## config.mk

```make
export PLATFORM = sky130hd
export DESIGN_NAME = keypad_scanner
export DESIGN_NICKNAME = d
export VERILOG_FILES = /design/src/rtl/keypad_scanner.sv
export SDC_FILE = /design/constraint.sdc
export NUM_CORES = 1
export LEC_CHECK = 0
export CORE_MARGIN = 8
export CORE_UTILIZATION = 35
export CTS_CLUSTER_DIAMETER = 60
export DETAILED_ROUTE_END_ITERATION = 8
export PLACE_DENSITY = 0.61
export SYNTH_ARGS = -nofsm -noshare
export SYNTH_HDL_FRONTEND = slang
export SYNTH_SLANG_ARGS = --single-unit
```

## constraint.sdc

```tcl
create_clock -name clock -period 5.7 [get_ports clock]
set_input_delay 1.71 -clock clock [delete_from_list [all_inputs] [get_ports clock]]
set_output_delay 1.71 -clock clock [all_outputs]
set_load 0.02 [all_outputs]
```

## src/rtl/keypad_scanner.sv

```systemverilog
// 4x4 matrix keypad scanner: debounced key events, key code and a 4-digit hex entry register.
// Optional auto-repeat while a key is held is enabled by defining KEYPAD_AUTOREPEAT_EN.
module keypad_scanner #(
  parameter int CLK_HZ         = 100_000_000,
  parameter int SCAN_HZ        = 1000,
  parameter int DEBOUNCE_SCANS = 4,
  parameter int REPEAT_DELAY   = 500,
  parameter int REPEAT_RATE    = 100
) (
  input  logic        clock,
  input  logic        sys_rst_n,
  input  logic [3:0]  row_in,
  input  logic        clear,
  output logic [3:0]  col_out,
  output logic [3:0]  key_code,
  output logic        key_valid,
  output logic        key_held,
  output logic [15:0] value
);

  localparam int TP    = CLK_HZ / SCAN_HZ;
  localparam int DIV_W = (TP > 1) ? $clog2(TP) : 1;
  localparam int CNT_W = $clog2(DEBOUNCE_SCANS + 1);

  typedef enum logic [1:0] {SCAN, DEBOUNCE, PRESSED, RELEASE} state_t;

  state_t           r_state, w_nextState;
  logic [3:0]       r_rowMeta, r_rowSync;
  logic [DIV_W-1:0] r_divCnt;
  logic             w_tick;
  logic [3:0]       r_col, w_nextCol;
  logic [1:0]       r_colIdx, w_nextColIdx;
  logic [1:0]       r_rowIdx, w_nextRowIdx;
  logic [1:0]       w_lowRow;
  logic             w_rowLow;
  logic [CNT_W-1:0] r_cnt, w_nextCnt;
  logic             w_accept, w_releaseDone, w_heldTick, w_repeat;
  logic [3:0]       r_keyCode;
  logic             r_keyValid, r_keyHeld;
  logic [15:0]      r_value;

  // Rows are asynchronous to the clock, so everything downstream uses the synchronized copy.
  always_ff @(posedge clock or negedge sys_rst_n) begin
    if (!sys_rst_n) begin
      r_rowMeta <= 4'b1111;
      r_rowSync <= 4'b1111;
    end else begin
      r_rowMeta <= row_in;
      r_rowSync <= r_rowMeta;
    end
  end

  always_ff @(posedge clock or negedge sys_rst_n) begin
    if (!sys_rst_n) begin
      r_divCnt <= '0;
    end else if (w_tick) begin
      r_divCnt <= '0;
    end else begin
      r_divCnt <= r_divCnt + DIV_W'(1);
    end
  end

  assign w_tick = (r_divCnt == DIV_W'(TP - 1));

  always_comb begin
    w_lowRow = 2'd3;
    if (!r_rowSync[0]) begin
      w_lowRow = 2'd0;
    end else if (!r_rowSync[1]) begin
      w_lowRow = 2'd1;
    end else if (!r_rowSync[2]) begin
      w_lowRow = 2'd2;
    end
  end

  assign w_rowLow = ~r_rowSync[r_rowIdx];

  always_ff @(posedge clock or negedge sys_rst_n) begin
    if (!sys_rst_n) begin
      r_state  <= SCAN;
      r_col    <= 4'b1110;
      r_colIdx <= 2'd0;
      r_rowIdx <= 2'd0;
      r_cnt    <= '0;
    end else begin
      r_state  <= w_nextState;
      r_col    <= w_nextCol;
      r_colIdx <= w_nextColIdx;
      r_rowIdx <= w_nextRowIdx;
      r_cnt    <= w_nextCnt;
    end
  end

  // The column stays frozen outside SCAN so the latched row keeps referring to the same key.
  always_comb begin
    w_nextState   = r_state;
    w_nextCol     = r_col;
    w_nextColIdx  = r_colIdx;
    w_nextRowIdx  = r_rowIdx;
    w_nextCnt     = r_cnt;
    w_accept      = 1'b0;
    w_releaseDone = 1'b0;
    w_heldTick    = 1'b0;
    case (r_state)
      SCAN: begin
        if (w_tick) begin
          if (r_rowSync != 4'b1111) begin
            w_nextRowIdx = w_lowRow;
            w_nextCnt    = CNT_W'(1);
            w_nextState  = DEBOUNCE;
          end else begin
            w_nextCol    = {r_col[2:0], r_col[3]};
            w_nextColIdx = r_colIdx + 2'd1;
          end
        end
      end
      DEBOUNCE: begin
        if (w_tick) begin
          if (!w_rowLow) begin
            w_nextState = SCAN;
          end else if (r_cnt == CNT_W'(DEBOUNCE_SCANS)) begin
            w_nextState = PRESSED;
            w_accept    = 1'b1;
          end else begin
            w_nextCnt = r_cnt + CNT_W'(1);
          end
        end
      end
      PRESSED: begin
        if (w_tick) begin
          if (!w_rowLow) begin
            w_nextCnt   = CNT_W'(1);
            w_nextState = RELEASE;
          end else begin
            w_heldTick = 1'b1;
          end
        end
      end
      RELEASE: begin
        if (w_tick) begin
          if (w_rowLow) begin
            w_nextState = PRESSED;
          end else if (r_cnt == CNT_W'(DEBOUNCE_SCANS)) begin
            w_nextState   = SCAN;
            w_releaseDone = 1'b1;
          end else begin
            w_nextCnt = r_cnt + CNT_W'(1);
          end
        end
      end
      default: w_nextState = SCAN;
    endcase
  end

`ifdef KEYPAD_AUTOREPEAT_EN
  localparam int REP_MAX = (REPEAT_DELAY > REPEAT_RATE) ? REPEAT_DELAY : REPEAT_RATE;
  localparam int REP_W   = $clog2(REP_MAX + 1);

  logic [REP_W-1:0] r_repCnt, w_repCntInc;
  logic             r_repFirst;

  assign w_repCntInc = r_repCnt + REP_W'(1);
  assign w_repeat    = w_heldTick && (r_repFirst ? (w_repCntInc == REP_W'(REPEAT_DELAY))
                                                 : (w_repCntInc == REP_W'(REPEAT_RATE)));

  // First repeat waits the long delay, later ones use the shorter rate.
  always_ff @(posedge clock or negedge sys_rst_n) begin
    if (!sys_rst_n) begin
      r_repCnt   <= '0;
      r_repFirst <= 1'b0;
    end else if (w_accept) begin
      r_repCnt   <= '0;
      r_repFirst <= 1'b1;
    end else if (w_repeat) begin
      r_repCnt   <= '0;
      r_repFirst <= 1'b0;
    end else if (w_heldTick) begin
      r_repCnt <= w_repCntInc;
    end
  end
`else
  logic w_unusedRepeat;

  assign w_repeat       = 1'b0;
  assign w_unusedRepeat = ^{w_heldTick, 32'(REPEAT_DELAY), 32'(REPEAT_RATE)};
`endif

  // Clear takes priority over a shift landing on the same edge.
  always_ff @(posedge clock or negedge sys_rst_n) begin
    if (!sys_rst_n) begin
      r_keyCode  <= 4'd0;
      r_keyValid <= 1'b0;
      r_keyHeld  <= 1'b0;
      r_value    <= 16'd0;
    end else begin
      r_keyValid <= w_accept | w_repeat;
      if (w_accept) begin
        r_keyCode <= {r_rowIdx, r_colIdx};
        r_keyHeld <= 1'b1;
      end else if (w_releaseDone) begin
        r_keyHeld <= 1'b0;
      end
      if (clear) begin
        r_value <= 16'd0;
      end else if (w_accept) begin
        r_value <= {r_value[11:0], r_rowIdx, r_colIdx};
      end else if (w_repeat) begin
        r_value <= {r_value[11:0], r_keyCode};
      end
    end
  end

  assign col_out   = r_col;
  assign key_code  = r_keyCode;
  assign key_valid = r_keyValid;
  assign key_held  = r_keyHeld;
  assign value     = r_value;

endmodule

```

# Word level (Yosys, flattened, before mapping)
# Index checks and enable logic that the tools add are counted.
# word_totals
regBits,60
inputBits,7
out_inout_bits,26
elab_cells,78
# op_classes
n_addsub,3
magnitude_cmp,1
eq_ne,16
mux,38
n_bitwise,1
reduce_logical,7
# op_table
op,n
$mux 16,2
$mux 3,9
$mux 2,12
$add 17x1->17 const B,1
$eq 17x17->1 const B,1
$mux 17,1
$ne 2x2->1 const B,8
$reduce_and 8->1,2
$pmux 3 s4,1
$mux 1,11
$pmux 2 s4,1
$ne 3x3->1 const B,2
$reduce_and 3->1,2
$eq 2x2->1 const B,2
$ne 4x4->1 const B,1
$reduce_bool 2->1,2
$add 3x1->3 const B,1
$eq 3x3->1 const B,1
$lt 2x3->1 const B,1
$add 2x1->2 const B,1
$bmux 1 s2,1
$eq 2x1->1 const B,1
$logic_not 2->1,1
$not 1->1,1

# Depth between registers and ports, before layout
# Gate-level depths: netlist (run 1).
# depth
ltp_word,7
depth_mapped,7
ltp_nobuf,5

# Least setup slack after synthesis (run 1)
# OpenSTA, ideal clock, no wires.
# synth_path
kind,register -> output
startpoint,"register r_col[1], in the netlist col_out[1]"
endpoint,output col_out[1]
arrival_time_ns,0.567
required_time_ns,3.990
setup_slack_ns,3.423
path_stages_with_launch,1
path_buffers,0
path_cell_list,dfstp_2
# synth_lines
item,line,text
start: declaration,31,"logic [3:0] r_col, w_nextCol;"
start signal: assignment,87,r_col <= w_nextCol;
end: declaration,14,"output logic [3:0] col_out,"
# No word-level cell between the ends.

# Final worst setup path (run 1)
# layout_path
startpoint,"register r_col[1], in the netlist col_out[1]"
endpoint,output col_out[1]
# No word-level cell between the ends.

==> results.sh, run 1 <==
export IMPL_outcome="finished, final reports clean"
export IMPL_route_detailed_drc=0
export IMPL_tightest_slew_ns=0.815
export IMPL_grt_antenna_before_repair=0
export IMPL_gp_congestion=0.803
export IMPL_synthAdderAreaFrac=0.0139
export IMPL_p_sw_frac=0.206
export IMPL_holdCritPathClass="reg2reg"
export IMPL_combPwrFrac=0.024
export IMPL_switchingPower_mw=0.164
export IMPL_hold_ws_ns=0.350
export IMPL_drt_total_wl_um=5000
export IMPL_placementRows=32
export IMPL_post_layout_nonfiller_instances=362
export IMPL_cts_tree="built"
export IMPL_start_util=0.354
export IMPL_asyncSetResetFlopFracSynth=1.00
export IMPL_worst_setup_hold_path_clk_slew_ns=0.06
export IMPL_dp_final_hpwl_um=3400
export IMPL_route_detailed_vias_per_inst=4.88
export IMPL_cts_inserted_buffers=9
export IMPL_fin_crit_sh=0.560
export IMPL_max_cap_violations=0
export IMPL_initialDrtViolationCount=80
export IMPL_synth_enable_flop_cells=0
export IMPL_timing_setup_tns_ns=0
export IMPL_worst_endpoint_required_ns=3.99
export IMPL_ys_top_cells_by_count="sky130_fd_sc_hd__dfrtp_1 (49), sky130_fd_sc_hd__nand2b_1 (20), sky130_fd_sc_hd__mux2i_1 (18)"
export IMPL_power_density_nw_per_um2=243
export IMPL_synth_cell_type_count=41
export IMPL_synthesis_instances=219
export IMPL_grt_setup_unrepaired="no"
export IMPL_fmax_mhz=313
export IMPL_cts_root_to_sink_buffers=2
export IMPL_dpl_instance_area_sq_um=3090
export IMPL_mappedNetlistArea_sq_um=2700
export IMPL_clk_insertion_delay_late_ns=0.33
export IMPL_cts_root_buffer_cell="sky130_fd_sc_hd__clkbuf_8"
export IMPL_synth_ff_latch_count=60
export IMPL_die_w_um=104
export IMPL_largest_family_of_logic_cells_by_synthesized_area="simple AND/OR/NAND/NOR gates"
export IMPL_synth_compound_gate_area_share=0.0525
export IMPL_maxSlewViolCount=0
export IMPL_fin_crit_period_ns=3.19
export IMPL_filler_cell_count=739
export IMPL_syn_nets=229
export IMPL_pin_count_of_the_biggest_net_entering_global_routing=61
export IMPL_synthDominantCellAreaShare=0.455
export IMPL_cts_htree_levels=3
export IMPL_grt_overflow=0
export IMPL_yosys_area_share_simple=0.182
export IMPL_hold_violation_total_from_the_final_report=0
export IMPL_num_io_pins=33
export IMPL_die_y_um=104
export IMPL_crit_path_start_kind="flip-flop"
export IMPL_finish_net_count=265
export IMPL_cts_repair_resizes=0
export IMPL_core_area_sq_um=7610
export IMPL_setup_viol=0
export IMPL_register_area_sq_um=1520
export IMPL_yosysSeqAreaShare=0.562
export IMPL_number_of_buffers_and_inverters_on_the_critical_path=1
export IMPL_post_cts_repair_setup_buffers=0
export IMPL_tritoncts_sink_count=60
export IMPL_wl_per_cell_um=13.8
export IMPL_slew_headroom=0.454
export IMPL_synth_top_cells_by_area="sky130_fd_sc_hd__dfrtp_1 (45%), sky130_fd_sc_hd__dfstp_2 (11%), sky130_fd_sc_hd__mux2i_1 (6.7%), sky130_fd_sc_hd__nand2b_1 (4.6%), sky130_fd_sc_hd__xnor2_1 (3.2%)"
export IMPL_insertedDiodeCount=0
export IMPL_buffer_ports_inserted=32
export IMPL_avgSynthCellArea_sq_um=12.3
export IMPL_die_area_sq_um=10800
export IMPL_yosys_mux_area_fraction=0.113
export IMPL_detailroute_via_count=1768
export IMPL_worst_setup_path_end_kind="primary output"
export IMPL_timing_critical_path_slowest_cell_delay_ns=0.62
export IMPL_critical_path_cell_count=1
export IMPL_synth_most_common_cell="sky130_fd_sc_hd__dfrtp_1"
export IMPL_cellInternalPower_mw=0.632
export IMPL_finalClockSkew_ns=0.00613
export IMPL_finish_instance_area_sq_um=3270
export IMPL_critical_path_s_slowest_cell="sky130_fd_sc_hd__clkdlybuf4s50_1"
export IMPL_crit_fanout=3
export IMPL_top_ff_cell_synth="sky130_fd_sc_hd__dfrtp_1"
export IMPL_hold_path_cell_count=0
export IMPL_layout_area_overhead_vs_synth_pct=21.4
export IMPL_grt_pass1_wl_um=8980
export IMPL_holdBufCountCts=0
export IMPL_p_leak_nw=1.36
export IMPL_cp_cell_sequence="clkdlybuf4s50_1"
export IMPL_detailed_routing_iteration_count_for_the_pre_antenna_repair_pass=4
export IMPL_seq_power_share=0.544
export IMPL_post_synth_xor_area_fraction=0.0455
export IMPL_yosys_warnings=0
export IMPL_grt_use_total=0.102
export IMPL_worst_r2r_cell_count=6
export IMPL_crit_type="reg2out"
export IMPL_first_global_vias=1834
export IMPL_placedCellCount=346
export IMPL_share_clk_of_total_power=0.432
export IMPL_synthDominantAreaCellType="sky130_fd_sc_hd__dfrtp_1"
export IMPL_post_route_cells_drive_above_1_share=0.131
export IMPL_rrSetupSlack_ns=2.82
export IMPL_timing_critical_path_arrival_ns=1.48
export IMPL_multi_input_comb_area_sq_um=1100
export IMPL_cp_top_family="buffers and inverters"
export IMPL_antenna_violating_nets_post_route=0
export IMPL_irDropWorstVdd_v=0.000161
## through the flow
stage,utilization,worst slack [ns],power [mW]
finish,0.430,2.51,0.795
global route,0.430,2.45,0.825
detailed placement,0.406,2.74,0.460
global placement,0.406,2.77,0.460
CTS,0.430,2.47,0.813
floorplan,-,3.42,0.446
## path summary, 6_finish.rpt
check                             start           end
max                          col_out[1]    col_out[1]
min                        r_rowMeta[0]  r_rowSync[0]
max reg2reg                 r_divCnt[0]   key_code[3]
min reg2reg                r_rowMeta[0]  r_rowSync[0]
max in group asynchronous     sys_rst_n      r_cnt[0]
min in group asynchronous     sys_rst_n     value[13]
## power groups by stage
stage | logic [mW] | clock network [mW] | registers (mW)
2_1_floorplan | 0.00602 | 0 | 0.440
3_3_place_gp | 0.0197 | 0 | 0.440
3_5_place_dp | 0.0199 | 0 | 0.440
4_1_cts | 0.0199 | 0.361 | 0.433
5_1_grt | 0.0221 | 0.370 | 0.433
6_report | 0.0188 | 0.344 | 0.433
## cells by family (layout without fill, tap and decap cells)
kind of cell / count (synthesis) / count (layout)
AOI/OAI and AO/OA: 22 / 22
xor gates and xnor gates: 14 / 14
adders and majority gates: 3 / 3
buffers and inverters: 15 / 56
DFF: 60 / 60
muxes: 27 / 27
and+or+nand+nor: 78 / 78
## layer usage
layer	share of wire	wire (um)	GRT usage	up-vias
li1	-	-	-	862
met1	0.48	2420	0.127	856
met2	0.44	2190	0.145	41
met3	0.054	270	0.0415	9
met4	0.023	116	0.0589	0
met5	0	0	0	-
## cell type report
cell class	instances	share of cell area
timing repair buffer	34	0.101
clock inverter	1	0.00153
sequential	60	0.463
inverter	6	0.00688
multi-input combinational	144	0.335
tap	102	0.0390
clock buffer	15	0.0539
## layout by cell type, fill, tap and decap left out, types with 4 or more instances in the layout
cell | synthesis | final
sky130_fd_sc_hd__clkbuf_8 | 0 | 12
sky130_fd_sc_hd__nor3_1 | 5 | 5
sky130_fd_sc_hd__a21oi_1 | 4 | 4
sky130_fd_sc_hd__mux2i_1 | 18 | 18
sky130_fd_sc_hd__nand3_1 | 9 | 9
sky130_fd_sc_hd__xnor2_1 | 10 | 10
sky130_fd_sc_hd__inv_1 | 6 | 6
sky130_fd_sc_hd__dfstp_2 | 11 | 11
sky130_fd_sc_hd__clkdlybuf4s50_1 | 0 | 31
sky130_fd_sc_hd__nand2b_1 | 20 | 20
sky130_fd_sc_hd__nand4_1 | 7 | 7
sky130_fd_sc_hd__xor2_1 | 4 | 4
sky130_fd_sc_hd__and4_1 | 5 | 5
sky130_fd_sc_hd__o21ai_0 | 5 | 5
sky130_fd_sc_hd__nand2_1 | 9 | 9
sky130_fd_sc_hd__nor2_1 | 6 | 6
sky130_fd_sc_hd__mux2_1 | 5 | 5
sky130_fd_sc_hd__dfrtp_1 | 49 | 49
## state kept, by name, indices dropped and copies added (netlist names), named ones only
register / cells
r_divCnt: 17
value: 16
col_out: 4
key_code: 4
r_rowMeta: 4
r_rowSync: 4
r_cnt: 3
r_colIdx: 2
r_rowIdx: 2
key_held: 1
key_valid: 1
r_state: 1
Power figures use the tool's default switching activity.
==> run 2: changes to the inputs <==
--- a/config.mk
+++ b/config.mk
@@ -9,7 +9,7 @@
 export CORE_UTILIZATION = 35
 export CTS_CLUSTER_DIAMETER = 60
 export DETAILED_ROUTE_END_ITERATION = 8
-export PLACE_DENSITY = 0.61
+export PLACE_DENSITY = 0.63
 export SYNTH_ARGS = -nofsm -noshare
 export SYNTH_HDL_FRONTEND = slang
 export SYNTH_SLANG_ARGS = --single-unit
==> constraint.sdc (replaced) <==
create_clock -name clock -period 2.7 [get_ports clock]
set_input_delay 0.81 -clock clock [delete_from_list [all_inputs] [get_ports clock]]
set_output_delay 0.81 -clock clock [all_outputs]
set_load 0.02 [all_outputs]
==> run 2 against run 1 <==
Effect of this change: non-clock buffer count is 1 higher; critical path depth stayed put; register-to-register slack worse by 2.4 ns; clock skew is 0.0029 ns higher; flip-flop and latch count stayed put; global-route usage is 0.14 points lower; largest cell class unchanged; clock power is 140% higher; routed wire length is 0.30% higher; highest routed layer unchanged; cell area is 1.3% higher; die area stayed put; power is 120% higher; count of clock-buffer cells in the layout is 3 lower.
==> results.sh, run 2 (same netlist as run 1, synthesis figures left out) <==
export IMPL_crit_path_start_kind="flip-flop"
export IMPL_slew_headroom=0.590
export IMPL_detailroute_via_count=1736
export IMPL_gp_congestion=0.769
export IMPL_layout_area_overhead_vs_synth_pct=23.0
export IMPL_first_global_vias=1793
export IMPL_cp_top_family="buffers and inverters"
export IMPL_cp_cell_sequence="clkdlybuf4s50_1"
export IMPL_flip_flop_count_of_the_largest_register_after_layout=17
export IMPL_filler_cell_count=712
export IMPL_num_io_pins=33
export IMPL_number_of_buffers_and_inverters_on_the_critical_path=1
export IMPL_drt_total_wl_um=5010
export IMPL_cts_inserted_buffers=9
export IMPL_irDropWorstVdd_v=0.000341
export IMPL_worstHoldStart="r_rowMeta[3]"
export IMPL_grt_busiest_layer="met2"
export IMPL_layout_commonest_cell="sky130_fd_sc_hd__dfrtp_1"
export IMPL_buffer_ports_inserted=32
export IMPL_grt_use_met3=0.0366
export IMPL_crit_type="reg2out"
export IMPL_layout_common_cells="sky130_fd_sc_hd__dfrtp_1 (49), sky130_fd_sc_hd__clkdlybuf4s50_1 (31), sky130_fd_sc_hd__nand2b_1 (20)"
export IMPL_outcome="finished, final reports clean"
export IMPL_maxSlewViolCount=0
export IMPL_route_detailed_drc=0
export IMPL_p_leak_nw=1.38
export IMPL_cts_root_buffer_cell="sky130_fd_sc_hd__clkbuf_8"
export IMPL_cts_tree="built"
export IMPL_timing_critical_path_arrival_ns=1.48
export IMPL_finish_net_count=266
export IMPL_register_area_sq_um=1520
export IMPL_grt_pass1_wl_um=8710
export IMPL_tightest_slew_ns=0.615
export IMPL_hold_violation_total_from_the_final_report=0
export IMPL_finish_instance_area_sq_um=3310
export IMPL_start_util=0.354
export IMPL_clk_insertion_delay_late_ns=0.33
export IMPL_cts_repair_resizes=0
export IMPL_rrSetupSlack_ns=0.44
export IMPL_finalClockSkew_ns=0.00905
export IMPL_worst_setup_path_end_kind="primary output"
export IMPL_fin_crit_period_ns=2.29
export IMPL_grt_setup_unrepaired="no"
export IMPL_fin_crit_sh=0.847
export IMPL_dpl_instance_area_sq_um=3110
export IMPL_crit_fanout=3
export IMPL_post_route_cells_drive_above_1_share=0.142
export IMPL_power_density_nw_per_um2=534
export IMPL_wl_per_cell_um=13.8
export IMPL_die_w_um=104
export IMPL_dp_final_hpwl_um=3490
export IMPL_worst_r2r_cell_count=6
export IMPL_multi_input_comb_area_sq_um=1100
export IMPL_antenna_violating_nets_post_route=0
export IMPL_cts_root_to_sink_buffers=2
export IMPL_grt_antenna_before_repair=0
export IMPL_holdBufCountCts=0
export IMPL_cts_htree_levels=3
export IMPL_grt_overflow=0
export IMPL_globalRouteMet1Util=0.131
export IMPL_grt_use_total=0.100
export IMPL_holdCritPathClass="reg2reg"
export IMPL_pin_count_of_the_biggest_net_entering_global_routing=35
export IMPL_core_area_sq_um=7610
export IMPL_insertedDiodeCount=0
export IMPL_hold_path_endpoint="r_rowSync[3]"
export IMPL_worst_endpoint_required_ns=1.89
export IMPL_timing_setup_tns_ns=0
export IMPL_critical_path_s_slowest_cell="sky130_fd_sc_hd__clkdlybuf4s50_1"
export IMPL_crit_reg_reg_startpoint="r_divCnt[0]"
export IMPL_placementRows=32
export IMPL_grt_use_met2=0.137
export IMPL_endpoint_of_the_worst_slack_reg_to_reg_timing_path="key_code[3]"
export IMPL_detailed_routing_iteration_count_for_the_pre_antenna_repair_pass=4
export IMPL_worst_setup_hold_path_clk_slew_ns=0.06
export IMPL_fmax_mhz=437
export IMPL_timing_critical_path_slowest_cell_delay_ns=0.61
export IMPL_hold_path_cell_count=0
export IMPL_route_detailed_vias_per_inst=4.78
export IMPL_post_cts_repair_setup_buffers=0
export IMPL_die_area_sq_um=10800
export IMPL_setup_viol=0
export IMPL_initialDrtViolationCount=50
export IMPL_largest_register="r_divCnt"
export IMPL_max_cap_violations=0
export IMPL_tritoncts_sink_count=60
export IMPL_die_y_um=104
## run 2: cell types whose count changed in the layout (fill, tap and decap cells not counted)
cell                         previous run  this run
sky130_fd_sc_hd__buf_12                 0         1
sky130_fd_sc_hd__bufinv_16              0         1
sky130_fd_sc_hd__clkbuf_1               3         1
sky130_fd_sc_hd__clkbuf_8              12        11
sky130_fd_sc_hd__clkinv_2               1         2
sky130_fd_sc_hd__clkinvlp_4             0         1
## run 2: worst max path at each step
stage / startpoint / to / cells after the start
global placement: r_divCnt[0] / key_code[3] / 6
finish: col_out[2] / col_out[2] / 1
floorplan: r_divCnt[0] / key_code[0] / 7
CTS: col_out[2] / col_out[2] / 1
global route: r_divCnt[0] / key_code[3] / 6
detailed placement: r_divCnt[0] / key_code[3] / 6
## run 2: metal layers
metal,up-vias,part of all wire
li1,857,-
met1,840,0.50
met2,34,0.44
met3,5,0.043
met4,0,0.016
met5,-,0
## run 2: per-stage QoR
stage	setup WS, ns	hold WS [ns]	total power, mW	util	instances
finish	0.412	0.356	1.77	0.436	363
global route	0.315	0.358	1.84	0.436	363
CTS	0.389	0.356	1.79	0.436	363
detailed placement	0.442	0.347	0.974	0.409	347
global placement	0.490	0.347	0.973	0.409	347
floorplan	0.700	0.345	0.941	-	219
## run 2: area by class of cell
type / instances / area share
inverters: 6 / 0.00680
flip-flops and latches: 60 / 0.457
clock inverters: 4 / 0.0143
multi-input cells: 144 / 0.331
well taps: 102 / 0.0385
clock buffers: 12 / 0.0468
repair buffers: 35 / 0.106
## run 2: power breakdown
part	switching [mW]	internal, mW	total [mW]
Combinational	0.0256	0.0165	0.0422
Clock	0.342	0.474	0.815
Sequential	0.00313	0.910	0.913
Total	0.371	1.40	1.77
